`src/rtl/smol_pkg.sv`:
```
// Shared types and constants for the SmolCore instruction encoder:
// format codes, encoder FSM states, base opcodes and an immediate fit helper.
package smol_pkg;

    typedef enum logic [2:0] {
        FMT_ILL0 = 3'b000,
        FMT_U    = 3'b001,
        FMT_I    = 3'b010,
        FMT_S    = 3'b011,
        FMT_R    = 3'b100,
        FMT_J    = 3'b101,
        FMT_B    = 3'b110,
        FMT_ILL7 = 3'b111
    } fmt_e;

    typedef enum logic [1:0] {
        ST_IDLE = 2'b00,
        ST_RUN  = 2'b01,
        ST_ERR  = 2'b10
    } enc_state_e;

    localparam logic [6:0] OP_LUI    = 7'b0110111;
    localparam logic [6:0] OP_AUIPC  = 7'b0010111;
    localparam logic [6:0] OP_JAL    = 7'b1101111;
    localparam logic [6:0] OP_JALR   = 7'b1100111;
    localparam logic [6:0] OP_BRANCH = 7'b1100011;
    localparam logic [6:0] OP_LOAD   = 7'b0000011;
    localparam logic [6:0] OP_STORE  = 7'b0100011;
    localparam logic [6:0] OP_IMM    = 7'b0010011;
    localparam logic [6:0] OP_OP     = 7'b0110011;

    // True when v[31:msb] are all equal, i.e. v is a sign extension of v[msb:0].
    function automatic logic sext_fits(input logic [31:0] v, input int unsigned msb);
        logic [31:0] s;
        s = 32'($signed(v) >>> msb);
        return (s == '0) || (s == '1);
    endfunction

endpackage

```
`src/rtl/smol_imm_pack.sv`:
```
// Combinational RV32I word packer with format and immediate range checks.
// Range checks exist only when SMOL_ENC_RANGE_CHECK_EN is defined.
module smol_imm_pack
    import smol_pkg::*;
(
    input  logic [2:0]  i_fmt,
    input  logic [6:0]  i_opcode,
    input  logic [4:0]  i_rd,
    input  logic [4:0]  i_rs1,
    input  logic [4:0]  i_rs2,
    input  logic [2:0]  i_funct3,
    input  logic [6:0]  i_funct7,
    input  logic [31:0] i_imm,
    output logic [31:0] o_instr,
    output logic        o_range_err,
    output logic        o_fmt_err
);

    always_comb begin
        o_instr   = '0;
        o_fmt_err = 1'b0;
        case (fmt_e'(i_fmt))
            FMT_U: o_instr = {i_imm[31:12], i_rd, i_opcode};
            FMT_I: o_instr = {i_imm[11:0], i_rs1, i_funct3, i_rd, i_opcode};
            FMT_S: o_instr = {i_imm[11:5], i_rs2, i_rs1, i_funct3, i_imm[4:0], i_opcode};
            FMT_R: o_instr = {i_funct7, i_rs2, i_rs1, i_funct3, i_rd, i_opcode};
            FMT_J: o_instr = {i_imm[20], i_imm[10:1], i_imm[11], i_imm[19:12], i_rd, i_opcode};
            FMT_B: o_instr = {i_imm[12], i_imm[10:5], i_rs2, i_rs1, i_funct3,
                              i_imm[4:1], i_imm[11], i_opcode};
            default: o_fmt_err = 1'b1;
        endcase
    end

`ifdef SMOL_ENC_RANGE_CHECK_EN
    always_comb begin
        o_range_err = 1'b0;
        case (fmt_e'(i_fmt))
            FMT_U:        o_range_err = (i_imm[11:0] != '0);
            FMT_I, FMT_S: o_range_err = !sext_fits(i_imm, 11);
            FMT_J:        o_range_err = i_imm[0] || !sext_fits(i_imm, 20);
            FMT_B:        o_range_err = i_imm[0] || !sext_fits(i_imm, 12);
            default:      o_range_err = 1'b0;
        endcase
    end
`else
    assign o_range_err = 1'b0;
`endif

endmodule

```
`src/rtl/smol_ins_enc.sv`:
```
// SmolCore instruction encoder/program writer: accepts field bundles, emits packed
// words with sequential addresses. Optional range checking: SMOL_ENC_RANGE_CHECK_EN.
module smol_ins_enc
    import smol_pkg::*;
#(
    parameter int                ADDR_W    = 10,
    parameter logic [ADDR_W-1:0] BASE_ADDR = '0
) (
    input  logic              clk,
    input  logic              rst,
    input  logic              start,
    input  logic              clear,
    input  logic              in_valid,
    output logic              in_ready,
    input  logic [2:0]        in_fmt,
    input  logic [6:0]        opcode,
    input  logic [4:0]        rd,
    input  logic [4:0]        rs1,
    input  logic [4:0]        rs2,
    input  logic [2:0]        funct3,
    input  logic [6:0]        funct7,
    input  logic [31:0]       imm,
    output logic              out_valid,
    input  logic              out_ready,
    output logic [31:0]       out_instr,
    output logic [ADDR_W-1:0] out_addr,
    output logic              err_fmt,
    output logic              err_range,
    output logic              wrapped,
    output logic [1:0]        state_o
);

    enc_state_e        r_state;
    enc_state_e        w_state_next;
    logic              r_out_valid;
    logic [31:0]       r_out_instr;
    logic [ADDR_W-1:0] r_addr;
    logic              r_err_fmt;
    logic              r_err_range;
    logic              r_wrapped;

    logic [31:0]       w_packed;
    logic              w_fmt_err;
    logic              w_range_err;
    logic              w_accept;
    logic              w_drain;
    logic              w_bad;

    smol_imm_pack u_pack (
        .i_fmt       (in_fmt),
        .i_opcode    (opcode),
        .i_rd        (rd),
        .i_rs1       (rs1),
        .i_rs2       (rs2),
        .i_funct3    (funct3),
        .i_funct7    (funct7),
        .i_imm       (imm),
        .o_instr     (w_packed),
        .o_range_err (w_range_err),
        .o_fmt_err   (w_fmt_err)
    );

    // clear wins over any handshake presented in the same cycle
    assign w_accept = in_valid && in_ready && !clear;
    assign w_drain  = r_out_valid && out_ready;
    assign w_bad    = w_fmt_err || w_range_err;

    always_ff @(posedge clk or posedge rst) begin
        if (rst) r_state <= ST_IDLE;
        else     r_state <= w_state_next;
    end

    always_comb begin
        w_state_next = r_state;
        if (clear) begin
            w_state_next = ST_IDLE;
        end else begin
            case (r_state)
                ST_IDLE: if (start) w_state_next = ST_RUN;
                ST_RUN:  if (w_accept && w_bad) w_state_next = ST_ERR;
                ST_ERR:  w_state_next = ST_ERR;
                default: w_state_next = ST_IDLE;
            endcase
        end
    end

    always_comb begin
        in_ready = (r_state == ST_RUN) && (!r_out_valid || out_ready);
        state_o  = r_state;
    end

    always_ff @(posedge clk or posedge rst) begin
        if (rst) begin
            r_out_valid <= 1'b0;
            r_out_instr <= '0;
            r_addr      <= BASE_ADDR;
            r_err_fmt   <= 1'b0;
            r_err_range <= 1'b0;
            r_wrapped   <= 1'b0;
        end else if (clear) begin
            r_out_valid <= 1'b0;
            r_addr      <= BASE_ADDR;
            r_err_fmt   <= 1'b0;
            r_err_range <= 1'b0;
            r_wrapped   <= 1'b0;
        end else begin
            if (w_drain) begin
                r_out_valid <= 1'b0;
                r_addr      <= r_addr + 1'b1;
                if (r_addr == '1) r_wrapped <= 1'b1;
            end
            if (w_accept) begin
                if (w_bad) begin
                    r_err_fmt   <= r_err_fmt   | w_fmt_err;
                    r_err_range <= r_err_range | w_range_err;
                end else begin
                    r_out_valid <= 1'b1;
                    r_out_instr <= w_packed;
                end
            end
        end
    end

    assign out_valid = r_out_valid;
    assign out_instr = r_out_instr;
    assign out_addr  = r_addr;
    assign err_fmt   = r_err_fmt;
    assign err_range = r_err_range;
    assign wrapped   = r_wrapped;

endmodule

```
`config.mk`:
```
export PLATFORM = sky130hd
export DESIGN_NAME = smol_ins_enc
export DESIGN_NICKNAME = d
export VERILOG_FILES = /design/src/rtl/smol_pkg.sv /design/src/rtl/smol_imm_pack.sv /design/src/rtl/smol_ins_enc.sv
export SDC_FILE = /design/constraint.sdc
export NUM_CORES = 1
export LEC_CHECK = 0
export ABC_AREA = 1
export CORE_ASPECT_RATIO = 0.7
export CORE_MARGIN = 1
export CORE_UTILIZATION = 39
export CTS_BUF_LIST = sky130_fd_sc_hd__clkbuf_4
export DETAILED_ROUTE_END_ITERATION = 16
export PLACE_DENSITY = 0.91
export SLEW_MARGIN = 20
export SYNTH_ARGS = -nofsm -noshare
export SYNTH_HDL_FRONTEND = slang
export SYNTH_SLANG_ARGS = --single-unit
```
`constraint.sdc`:
```
create_clock -name clk -period 1.6 [get_ports clk]
set_input_delay 0.4 -clock clk [delete_from_list [all_inputs] [get_ports clk]]
set_output_delay 0.4 -clock clk [all_outputs]
set_load 0.05 [all_outputs]
```
Yosys cells after proc, flatten, opt, wreduce, memory -nomap -nowiden
Index checks and enable logic that the tools add are counted.
- flip-flop bits (word level): 47
- bits of input ports: 73
- output and inout port bits: 49
- $add $sub $neg: 1
- equality and inequality tests: 12
- muxes and demuxes: 18
- bitwise operators: 2
- reduce and logical (&&, ||, !) cells: 17
- operators with widths (operator ; number):
    32-bit case mux with 6 select lines ; 1
    10-bit 2-to-1 mux ; 2
    1-bit 2-to-1 mux ; 11
    10-bit by 1-bit adder with 10-bit output (second input constant) ; 1
    10-bit == test (second input constant) ; 1
    3-bit == test (second input constant) ; 3
    3-bit by 2-bit == test with 1-bit output (second input constant) ; 2
    2-bit 2-to-1 mux ; 3
    3-bit inequality test (second input constant) ; 2
    2-bit case mux with 3 select lines ; 1
    2-bit AND reduction ; 3
    2-bit nonzero test ; 3
    6-bit OR reduction ; 1
    1-bit logical AND ; 5
    3-bit by 1-bit == test with 1-bit output (second input constant) ; 1
    3-bit AND reduction ; 1
    2-bit by 1-bit == test with 1-bit output (second input constant) ; 1
    2-bit == test (second input constant) ; 1
    1-bit logical NOT ; 2
    2-bit logical NOT ; 1
    2-bit by 1-bit inequality test with 1-bit output (second input constant) ; 1
    1-bit logical OR ; 1
    1-bit inverter ; 1
    1-bit OR ; 1

Depth between registers and ports, before layout
Gate-level depths: netlist of the first run.
- depth in word-level cells: 9
- gate-level depth with buffers: 11

Cells and area by module
A second synthesis of the first run with hierarchy kept.
- cells, all modules: 421
- area, all modules: 2896.5 µm²
- by module, submodules not included (module ; times used ; cells each ; area an instance (µm²) ; sequential area each (µm²)):
    smol_ins_enc ; 1 ; 257 ; 2130.8 ; 1201.2
    smol_imm_pack ; 1 ; 164 ; 765.7 ; 0.0

Worst setup path after synthesis of the first run
Ideal clock, no wire load.
- kind: register to output
- start: reg r_state[0], in the netlist state_o[0]
- end: out in_ready
- data arrival time: 2.142 ns
- setup slack: -0.942 ns
- stages on the path, launching flop included: 3
- cell sequence: dfrtp_1 ha_1 a21boi_0
- word-level cells in the longest chain between the ends: 2
- ends and longest elaborated chain (item ; RTL line ; source):
    start: declaration ; smol_ins_enc.sv:33 ; enc_state_e r_state;
    start signal: assignment ; smol_ins_enc.sv:70 ; else r_state <= w_state_next;
    2-bit by 1-bit == test with 1-bit output ; smol_ins_enc.sv:88 ; in_ready = (r_state == ST_RUN) && (!r_out_valid || out_ready);
    1-bit logical AND ; smol_ins_enc.sv:88 ;
    end: declaration ; smol_ins_enc.sv:14 ; output logic in_ready,
No other way between the ends.

Worst setup path in the final report of the first run
- start: reg r_state[1], in the netlist state_o[1]
- end: out in_ready
The elaborated chain is that of the path after synthesis.

==> metrics, run 1 <==
# IOs=122; final hold viol count=0; Synth Warn #=0; # Max-Cap Violations=0; largest net degree at the start of global routing=48; Pwr Density=1350 nW/µm²; Reg power frac=30.4%; Die Width=102 µm; die area=7330 µm²; CP arrival=1.31 ns; Peak VDD IR=1.31 mV; GRT Residual Overflow=0; TritonRoute pass-1 iters=4; Root Driver=clkbuf_4; vias in the first global route=around 3000; worst min path class=in2async; CTS Buf Count=5; Cell variety after synth=30; wirelength, routed=roughly 8.6 mm; Fin Hold WS=0.413 ns; gpl congestion=0.918; violated checks=negative setup slack; Mapped Nets=447; Leak=2.34 nW; final setup fails=1; Comb power frac=61.4%; Clock Pin Slew Worst Setup and Hold Paths=0.14 ns; RSZ-0062 raised after global routing=yes; startpoint types=flip-flop; fmax=585 MHz; Pint=3.69 mW; Worst setup EP type=output pin; post-DP HPWL=just under 7 mm; Tcrit/Tclk final=107%; sequential cell area=1180 µm²; fin. max-slew vios=0; area of the multi-input gates=approximately 1400 µm²; Area growth syn-to-layout=79.0%; status=complete, but fails checks; PortBufs=120; cell count after synthesis=370; Crit Path Max Fanout=2; Layout Skew=0.00866 ns; Seq/Total Area, Yosys=43.1%; Top FF cell, synth=dfrtp_1; Synth Cell Area=2730 µm²; clock share of power=slightly above 8%; Psw=2.90 mW; wire length per cell=13.8 µm; DR iter-0 viols=roughly 170; clock latency on the worst-skew pair=0.35 ns; share of layout cells above drive strength 1=roughly 23%; dpl cells=roughly 610; final net count=between 600 and 700; Final ANT Viol Nets=0; initial antenna violation count=0; Vias=roughly 3100; CTS tree=yes; Synth Register Bits=47; Post-Layout Cell Count=620; diode count=0; final worst slack=-0.110 ns; max_slew headroom=61.1%; EDFF count, synth=0; ys async rst share=100%; clk buf depth=2; initial core utilization=40.4%; DRC Markers=0; critical path class=reg2out; core outline area=between 6000 and 7000 µm²; commonest non-fill, non-tap cell in the layout=nand2_1; syn avg cell area=approximately 7.4 µm²; num rows=25; Slew @ Worst Pin=between 0.5 and 0.6 ns; Fill cells=497; Tot GR Track Use=24.2%; die span in y=72.0 µm; Final min period=around 1.7 ns; Net Sw Frac=between 40% and 50%; most frequent cells in the layout=119 x nand2_1, 68 x clkdlybuf4s50_1, 51 x buf_12, 44 x dfrtp_1, 42 x nor2_1; first-pass GRT wire length=13.9 mm; Worst EP required=1.20 ns; H-tree depth=2; CTS sink cnt=47; vias per inst=4.95
[path summary, 6_finish.rpt]
path | slack, ns | start | cells after the start | to
worst max-delay path | -0.11 | state_o[1] | 4 | in_ready
worst min-delay path | 0.41 | rst | 3 | out_addr[9]
worst max register to register | 0.10 | state_o[1] | 9 | out_instr[23]
worst min register to register | 0.57 | out_instr[5] | 2 | out_instr[5]
max in group asynchronous | 0.95 | rst | 3 | state_o[1]
min in group clk | 0.57 | out_instr[5] | 2 | out_instr[5]
[per-stage QoR]
| step | area [µm²] | utilization, % | total power, mW | setup TNS, ns | worst slack [ns] |
|---|---|---|---|---|---|
| 6_report | 4880 | 72.2 | 6.59 | -0.110 | -0.110 |
| 5_1_grt | 4880 | 72.2 | 6.92 | -0.189 | -0.189 |
| 4_1_cts | 4810 | 71.2 | 6.64 | -0.132 | -0.132 |
| 3_5_place_dp | 4720 | 69.9 | 6.02 | -14.10 | -0.459 |
| 3_3_place_gp | 4720 | 69.9 | 5.93 | -11.42 | -0.376 |
| 2_1_floorplan | 2740 | - | 3.77 | -0.0565 | -0.0171 |
[critical path, cell delays in order (launching register included)]
cell      delay [ns]
dfrtp_2         0.43
inv_2           0.08
ha_4            0.13
a21boi_4        0.18
buf_12          0.15
[flip-flops by register name, summed over array words and instances, names as in the netlist]
name,count
out_addr,10
out_valid,1
err_fmt,1
wrapped,1
out_instr,32
state_o,2
[routing by layer]
layer  vias up  wire length, µm  global-route usage (%)
met5         -                0                       0
met4         0              172                    6.83
met3        16              627                    5.01
met2       134             4200                    41.9
met1      1418             3580                    30.9
li1       1498                -                       -
[power groups by stage]
stage / clock, mW / combinational, mW / sequential [mW]
2_1_floorplan: 0 / 0.682 / 3.08
3_3_place_gp: 0 / 3.92 / 2.01
3_5_place_dp: 0 / 4.00 / 2.01
4_1_cts: 0.576 / 4.05 / 2.01
5_1_grt: 0.630 / 4.24 / 2.05
6_report: 0.546 / 4.05 / 2.00
[synthesized netlist by cell type, types with 2 or more instances]
cell / count / share of area [%]
ha_1: 4 / 1.8
o21ai_0: 17 / 3.1
a21oi_1: 22 / 4.0
nand2_1: 119 / 16
nand4_1: 3 / 0.69
a21boi_0: 6 / 1.7
nor2_2: 3 / 0.69
nand3_1: 16 / 2.9
buf_6: 5 / 2.1
nor3_1: 5 / 0.92
dfrtp_1: 47 / 43
nand3_2: 3 / 1.1
inv_1: 35 / 4.8
inv_2: 4 / 0.55
a21boi_1: 2 / 0.55
nand2_2: 3 / 0.69
a22oi_1: 8 / 2.2
o21ai_1: 12 / 2.2
buf_2: 3 / 0.55
nor2_1: 43 / 5.9
[cells by family after synthesis]
| group | count (synthesis) | share of synthesized area [%] |
|---|---|---|
| and+or+nand+nor | 199 | 31.5 |
| AOI/OAI and AO/OA | 68 | 14.1 |
| buffers and inverters | 50 | 8.95 |
| DFF | 47 | 43.1 |
| adders and majority gates | 4 | 1.84 |
| xor gates and xnor gates | 1 | 0.321 |
| other | 1 | 0.138 |
[repair_timing]
item	in CTS	in global routing
hold buffers	0	0
endpoints found under the setup margin	11	27
resized for setup	3	11
pin swaps	1	3
setup buffers	3	4
[layout make-up]
type,instances,share of cell area (%)
repair buffers,159,41.4
multi-input cells,273,27.9
flip-flops and latches,47,24.2
inverters,39,3.00
well taps,94,2.41
clock buffers,5,0.769
clock inverters,3,0.410
No activity file was read; power rests on OpenSTA's default activity.
==> run 2: changes to the inputs <==
PLACE_DENSITY = 0.85   (was 0.91)
==> run 2 against run 1 <==
  * The flow still finishes with violations (negative setup slack)
  * Combinational power grew 2%
  * Sequential power barely moved
  * Clock-buffer cell count up 2
  * Clock skew up 0.0056 ns
  * Utilization increased by 0.80 points
  * First-iteration DRC count fell by 22%
  * Largest cell class unchanged
  * Hold slack worse by 0.011 ns
==> metrics, run 2 (synthesis gave the netlist of run 1 again) <==
Psw=2.96 mW (+1.8%); CP max-delay cell=dfrtp_2; Pwr Density=1390 nW/µm² (+3.1%); Tot GR Track Use=25.1% (+0.92 points); Clock Pin Slew Worst Setup and Hold Paths=0.14 ns (about the same); DRC Markers=0 (unchanged); CTS tree=yes; critical path class=reg2out; clk buf depth=2 (unchanged); fmax=573 MHz (-2.0%); wirelength, routed=9.20 mm (+7.2%); fin. max-slew vios=0 (unchanged); num rows=25 (unchanged); Comb power frac=60.0% (-1.4 points); clock latency on the worst-skew pair=0.37 ns (+0.02 ns); Worst path top cell family by delay=flip-flops; # IOs=122 (unchanged); Root Driver=clkbuf_4; startpoint types=flip-flop; cts hold-fix bufs=0 (unchanged); first-pass GRT wire length=14.3 mm (+2.4%); DR iter-0 viols=130 (-22%); vias in the first global route=3086 (+1.7%); Pint=3.91 mW (+6.0%); Vias=3143 (+2.5%); die span in y=72.0 µm (unchanged); Final ANT Viol Nets=0 (unchanged); Area growth syn-to-layout=81.0%; Crit Path Max Fanout=2 (unchanged); TritonRoute pass-1 iters=4 (unchanged); initial antenna violation count=0 (unchanged); Fin Hold WS=0.402 ns (-0.0107 ns); PortBufs=120 (unchanged); largest net degree at the start of global routing=48 (unchanged); final hold viol count=0 (unchanged); GRT Residual Overflow=0 (unchanged); # Max-Cap Violations=0 (unchanged); Fill cells=505 (+1.6%); max FFs per register=32 (unchanged); status=complete, but fails checks; Leak=2.36 nW (+1.2%); worst r2r src=state_o[1]; CP max stage delay=0.43 ns (about the same); diode count=0 (unchanged); CTS sink cnt=47 (unchanged); vias per inst=5.04 (+2.0%); post-DP HPWL=7.05 mm (+3.3%); R2R setup slack=0.09 ns (about the same); initial core utilization=40.4% (unchanged); Worst setup EP type=output pin; CP arrival=1.34 ns (+0.03 ns); Tcrit/Tclk final=109% (+2.2 points); final worst slack=-0.145 ns (-0.0350 ns); violated checks=negative setup slack; worst min path class=in2async; cell breakdown of the critical path=inv_2, ha_4, a21boi_4, buf_12; Layout Skew=0.0143 ns (+0.00565 ns); Peak VDD IR=0.989 mV (-24%); Net Sw Frac=43.0% (-1.0 points); Die Width=102 µm (unchanged); setup tns final=-0.145 ns (-0.0350 ns); share of layout cells above drive strength 1=23.8% (+1.0 points); wire length per cell=14.8 µm (+6.7%); Reg power frac=29.1% (-1.3 points); clock share of power=10.9% (+2.6 points); commonest non-fill, non-tap cell in the layout=nand2_1; CTS Buf Count=5 (unchanged); core outline area=6760 µm² (unchanged); gpl congestion=0.887 (-3.3%); most frequent cells in the layout=119 x nand2_1, 69 x clkdlybuf4s50_1, 50 x buf_12, 44 x dfrtp_1, 42 x nor2_1; die area=7330 µm² (unchanged); Reg2Reg Depth=9 (unchanged); RSZ-0062 raised after global routing=yes; final setup fails=1 (unchanged); H-tree depth=2 (unchanged); reg2reg end=out_instr[24]; crit path buf inv count=2 (unchanged); Worst EP required=1.20 ns (about the same); dpl ws=-0.487 ns (-0.0284 ns); Final min period=1.74 ns (+0.0350 ns); final net count=605 (+0.50%)
## run 2: changes by cell type in the layout (fill, tap and decap cells not counted), sizes merged
cell	before	now
clkinv	2	0
clkdlybuf4s50	68	69
clkbuf	5	8
clkinvlp	1	0
dlymetal6s2s	2	1
buf	87	89
bufinv	0	1
## run 2: power by group through the flow
stage	logic [mW]	registers (mW)	clock network, mW
CTS	4.08	2.00	0.767
finish	4.12	2.00	0.750
global placement	3.94	2.01	0
global route	4.31	2.05	0.822
detailed placement	4.03	2.02	0
floorplan	0.682	3.08	0
## run 2: per-stage QoR
stage          utilization [%]  instances  total power, mW  instance area [µm²]
2_1_floorplan                -        370             3.77                 2740
3_3_place_gp              69.8        606             5.94                 4720
3_5_place_dp              69.8        606             6.05                 4720
4_1_cts                   71.6        617             6.85                 4840
5_1_grt                   73.0        623             7.18                 4930
6_report                  73.0        623             6.87                 4930
## run 2: worst register-to-register path: cells and delay by family (launching register included)
kind	cells	cell delay, ns
flops	1	0.43
simple gates	3	0.32
buf+inv	4	0.46
compound gates	1	0.07
fa+ha+maj	1	0.13
## run 2: layout make-up
| cell class | instances | area (µm²) | share of cell area [%] |
|---|---|---|---|
| tap | 94 | 118 | 2.38 |
| multi-input combinational | 273 | 1360 | 27.6 |
| sequential | 47 | 1180 | 23.9 |
| clock buffer | 7 | 52.6 | 1.07 |
| inverter | 39 | 146 | 2.97 |
| clock inverter | 1 | 30.0 | 0.609 |
| timing repair buffer | 162 | 2050 | 41.5 |
## run 2: what timing repair did
action / CTS / global route
gates cloned: 0 / 1
endpoints found under the hold margin: 0 / 0
pin swaps: 1 / 1
resized for setup: 5 / 12
setup buffers: 3 / 5
endpoints found under the setup margin: 15 / 24
## run 2: routing by layer
metal	global-route usage, %	share of wire (%)	up-vias	wire length [µm]
met5	0	0	-	0
met4	11.0	2.8	0	261
met3	5.97	8.3	33	766
met2	43.4	49	157	4500
met1	30.1	40	1459	3670
li1	-	-	1494	-
## run 2: worst max-delay path by stage
stage	end	depth (start not counted)	startpoint	slack, ns
after CTS	in_ready	4	state_o[1]	-0.15
final	in_ready	4	state_o[1]	-0.14
after global placement	out_instr[30]	8	in_fmt[0]	-0.34
after detailed placement	out_instr[25]	8	in_fmt[0]	-0.49
after floorplan	out_valid	1	rst	-0.02
after global routing	in_ready	4	state_o[1]	-0.20
==> run 3: changes to the inputs <==
CELL_PAD_IN_SITES_DETAIL_PLACEMENT = 1   (was not set)
CELL_PAD_IN_SITES_GLOBAL_PLACEMENT = 2   (was not set)
CORE_UTILIZATION = 20   (was 39)
PLACE_DENSITY = 0.83   (was 0.85)
==> run 3 against run 2 <==
  * The run still ends with negative setup slack left
  * Combinational power about the same
  * Utilization decreased by 35 points
  * Register-to-register slack about the same
  * Clock power increased by 3.5%
  * Clock-buffer cell count decreased by 2
  * Clock skew decreased by 0.0092 ns
  * Critical path type unchanged
  * Critical endpoint unchanged
  * Largest cell class unchanged
==> metrics, run 3 (synthesis gave the netlist of run 1 again) <==
initial core utilization=20.6% (-20 points); GRT Residual Overflow=0 (unchanged); Area growth syn-to-layout=85.0%; Vias=3047 (-3.1%); violated checks=negative setup slack; core outline area=13200 µm² (+96%); wirelength, routed=10.1 mm (+10%); dpl cells=703 (+16%); Tot GR Track Use=15.1% (-10 points); max FFs per register=32 (unchanged); final hold viol count=0 (unchanged); startpoint types=flip-flop; vias in the first global route=3311 (+7.3%); Final min period=1.76 ns (+0.0149 ns); Pwr Density=1360 nW/µm² (-2.3%); initial antenna violation count=0 (unchanged); die span in y=99.7 µm (+39%); clk buf depth=2 (unchanged); commonest non-fill, non-tap cell in the layout=nand2_1; wire length per cell=14.1 µm (-4.2%); diode count=0 (unchanged); largest net degree at the start of global routing=48 (unchanged); reg2reg end=out_instr[24]; first-pass GRT wire length=16.7 mm (+17%); worst min path class=in2async; CP startpoint=state_o[1]; RSZ-0062 raised after global routing=yes; Reg2Reg Depth=9 (unchanged); final setup fails=1 (unchanged); # Max-Cap Violations=0 (unchanged); H-tree depth=2 (unchanged); critical path class=reg2out; gpl congestion=0.754 (-15%); setup tns final=-0.160 ns (-0.0149 ns); die area=14100 µm² (+92%); Setup crit end=in_ready; Layout Skew=0.00512 ns (-0.00919 ns); CP arrival=1.36 ns (+0.02 ns); post-DP HPWL=8.02 mm (+14%); Leak=2.36 nW (-0.10%); DR iter-0 viols=91 (-30%); R2R setup slack=0.09 ns (about the same); Final ANT Viol Nets=0 (unchanged); final worst slack=-0.160 ns (-0.0149 ns); Crit Path Max Fanout=2 (unchanged); cts hold-fix bufs=0 (unchanged); num rows=35 (+40%); PortBufs=120 (unchanged); vias per inst=4.26 (-16%); Clock Pin Slew Worst Setup and Hold Paths=0.16 ns (+0.02 ns); CTS sink cnt=47 (unchanged); area of the multi-input gates=1350 µm² (-0.92%); Peak VDD IR=0.989 mV (about the same); DRC Markers=0 (unchanged); Die Width=142 µm (+39%); Tcrit/Tclk final=110% (+0.93 points); Post-Layout Cell Count=715 (+15%); # IOs=122 (unchanged); most frequent cells in the layout=119 x nand2_1, 69 x clkdlybuf4s50_1, 52 x buf_12, 44 x dfrtp_1, 40 x nor2_1; share of layout cells above drive strength 1=23.8% (-0.045 points); Worst EP required=1.20 ns (about the same); CTS tree=yes; fmax=568 MHz (-0.85%); fin. max-slew vios=0 (unchanged); Root Driver=clkbuf_4; clock latency on the worst-skew pair=0.38 ns (about the same); final net count=606 (+0.17%); Fill cells=1566 (+210%); TritonRoute pass-1 iters=4 (unchanged); CTS Buf Count=5 (unchanged); worst r2r src=state_o[1]; Worst setup EP type=output pin; status=complete, but fails checks; sequential cell area=1180 µm² (unchanged)
[run 3: cell types whose count changed in the layout (fill, tap and decap cells not counted), moves of 2 or more]
| cell | delta |
|---|---|
| buf_12 | +2 |
| nor2_1 | -2 |
| nor2_2 | +2 |
| buf_6 | -2 |
| buf_4 | +2 |
| o21ai_0 | +2 |
| o21ai_1 | -2 |
| clkbuf_4 | -2 |
[run 3: worst min path at each step]
stage / from / end / slack, ns / cells after the start
after detailed placement: out_instr[26] / out_instr[26] / 0.54 / 2
after global routing: rst / out_addr[6] / 0.35 / 3
after CTS: rst / out_instr[1] / 0.35 / 3
after floorplan: opcode[0] / out_instr[0] / 0.51 / 2
after global placement: out_instr[3] / out_instr[3] / 0.52 / 2
final: rst / out_addr[6] / 0.37 / 3
[run 3: per-stage QoR]
stage / util [%] / instance area [µm²] / hold WS (ns) / total power [mW] / setup WS, ns
finish: 38.1 / 5040 / 0.369 / 6.86 / -0.160
floorplan: - / 2740 / 0.510 / 3.77 / -0.0171
global route: 38.1 / 5040 / 0.349 / 7.21 / -0.223
CTS: 37.9 / 5010 / 0.354 / 6.91 / -0.164
detailed placement: 37.1 / 4900 / 0.536 / 6.07 / -0.415
global placement: 37.1 / 4900 / 0.525 / 6.00 / -0.344
[run 3: power by group]
part	total (mW)	internal [mW]	switching, mW
logic	4.09	1.99	2.10
registers	1.99	1.56	0.437
clock network	0.776	0.331	0.446
total	6.86	3.87	2.99
[run 3: area by class of cell]
| type | count | area share [%] |
|---|---|---|
| Clock buffer | 5 | 0.744 |
| Timing Repair Buffer | 163 | 40.8 |
| Multi-Input combinational cell | 273 | 26.7 |
| Inverter | 39 | 2.90 |
| Clock inverter | 3 | 0.843 |
| Tap cell | 185 | 4.59 |
| Sequential cell | 47 | 23.4 |
[run 3: repair_timing]
item / CTS / global route
endpoints found under the setup margin: 1 / 27
pin swaps: 1 / 3
setup buffers: 3 / 1
endpoints found under the hold margin: 0 / 0
resized for setup: 2 / 9
[run 3: critical path, stage by stage, from the launching register on]
cell and delay [ns]:
dfrtp_2 0.45, inv_2 0.08, ha_4 0.12, a21boi_4 0.19
buf_12 0.15
[run 3: per-layer routing]
metal	global-route usage (%)	share of wire (%)	vias up
li1	-	-	1498
met1	19.1	46	1453
met2	25.5	47	85
met3	4.19	6.6	11
met4	3.31	1.1	0
met5	0	0	-
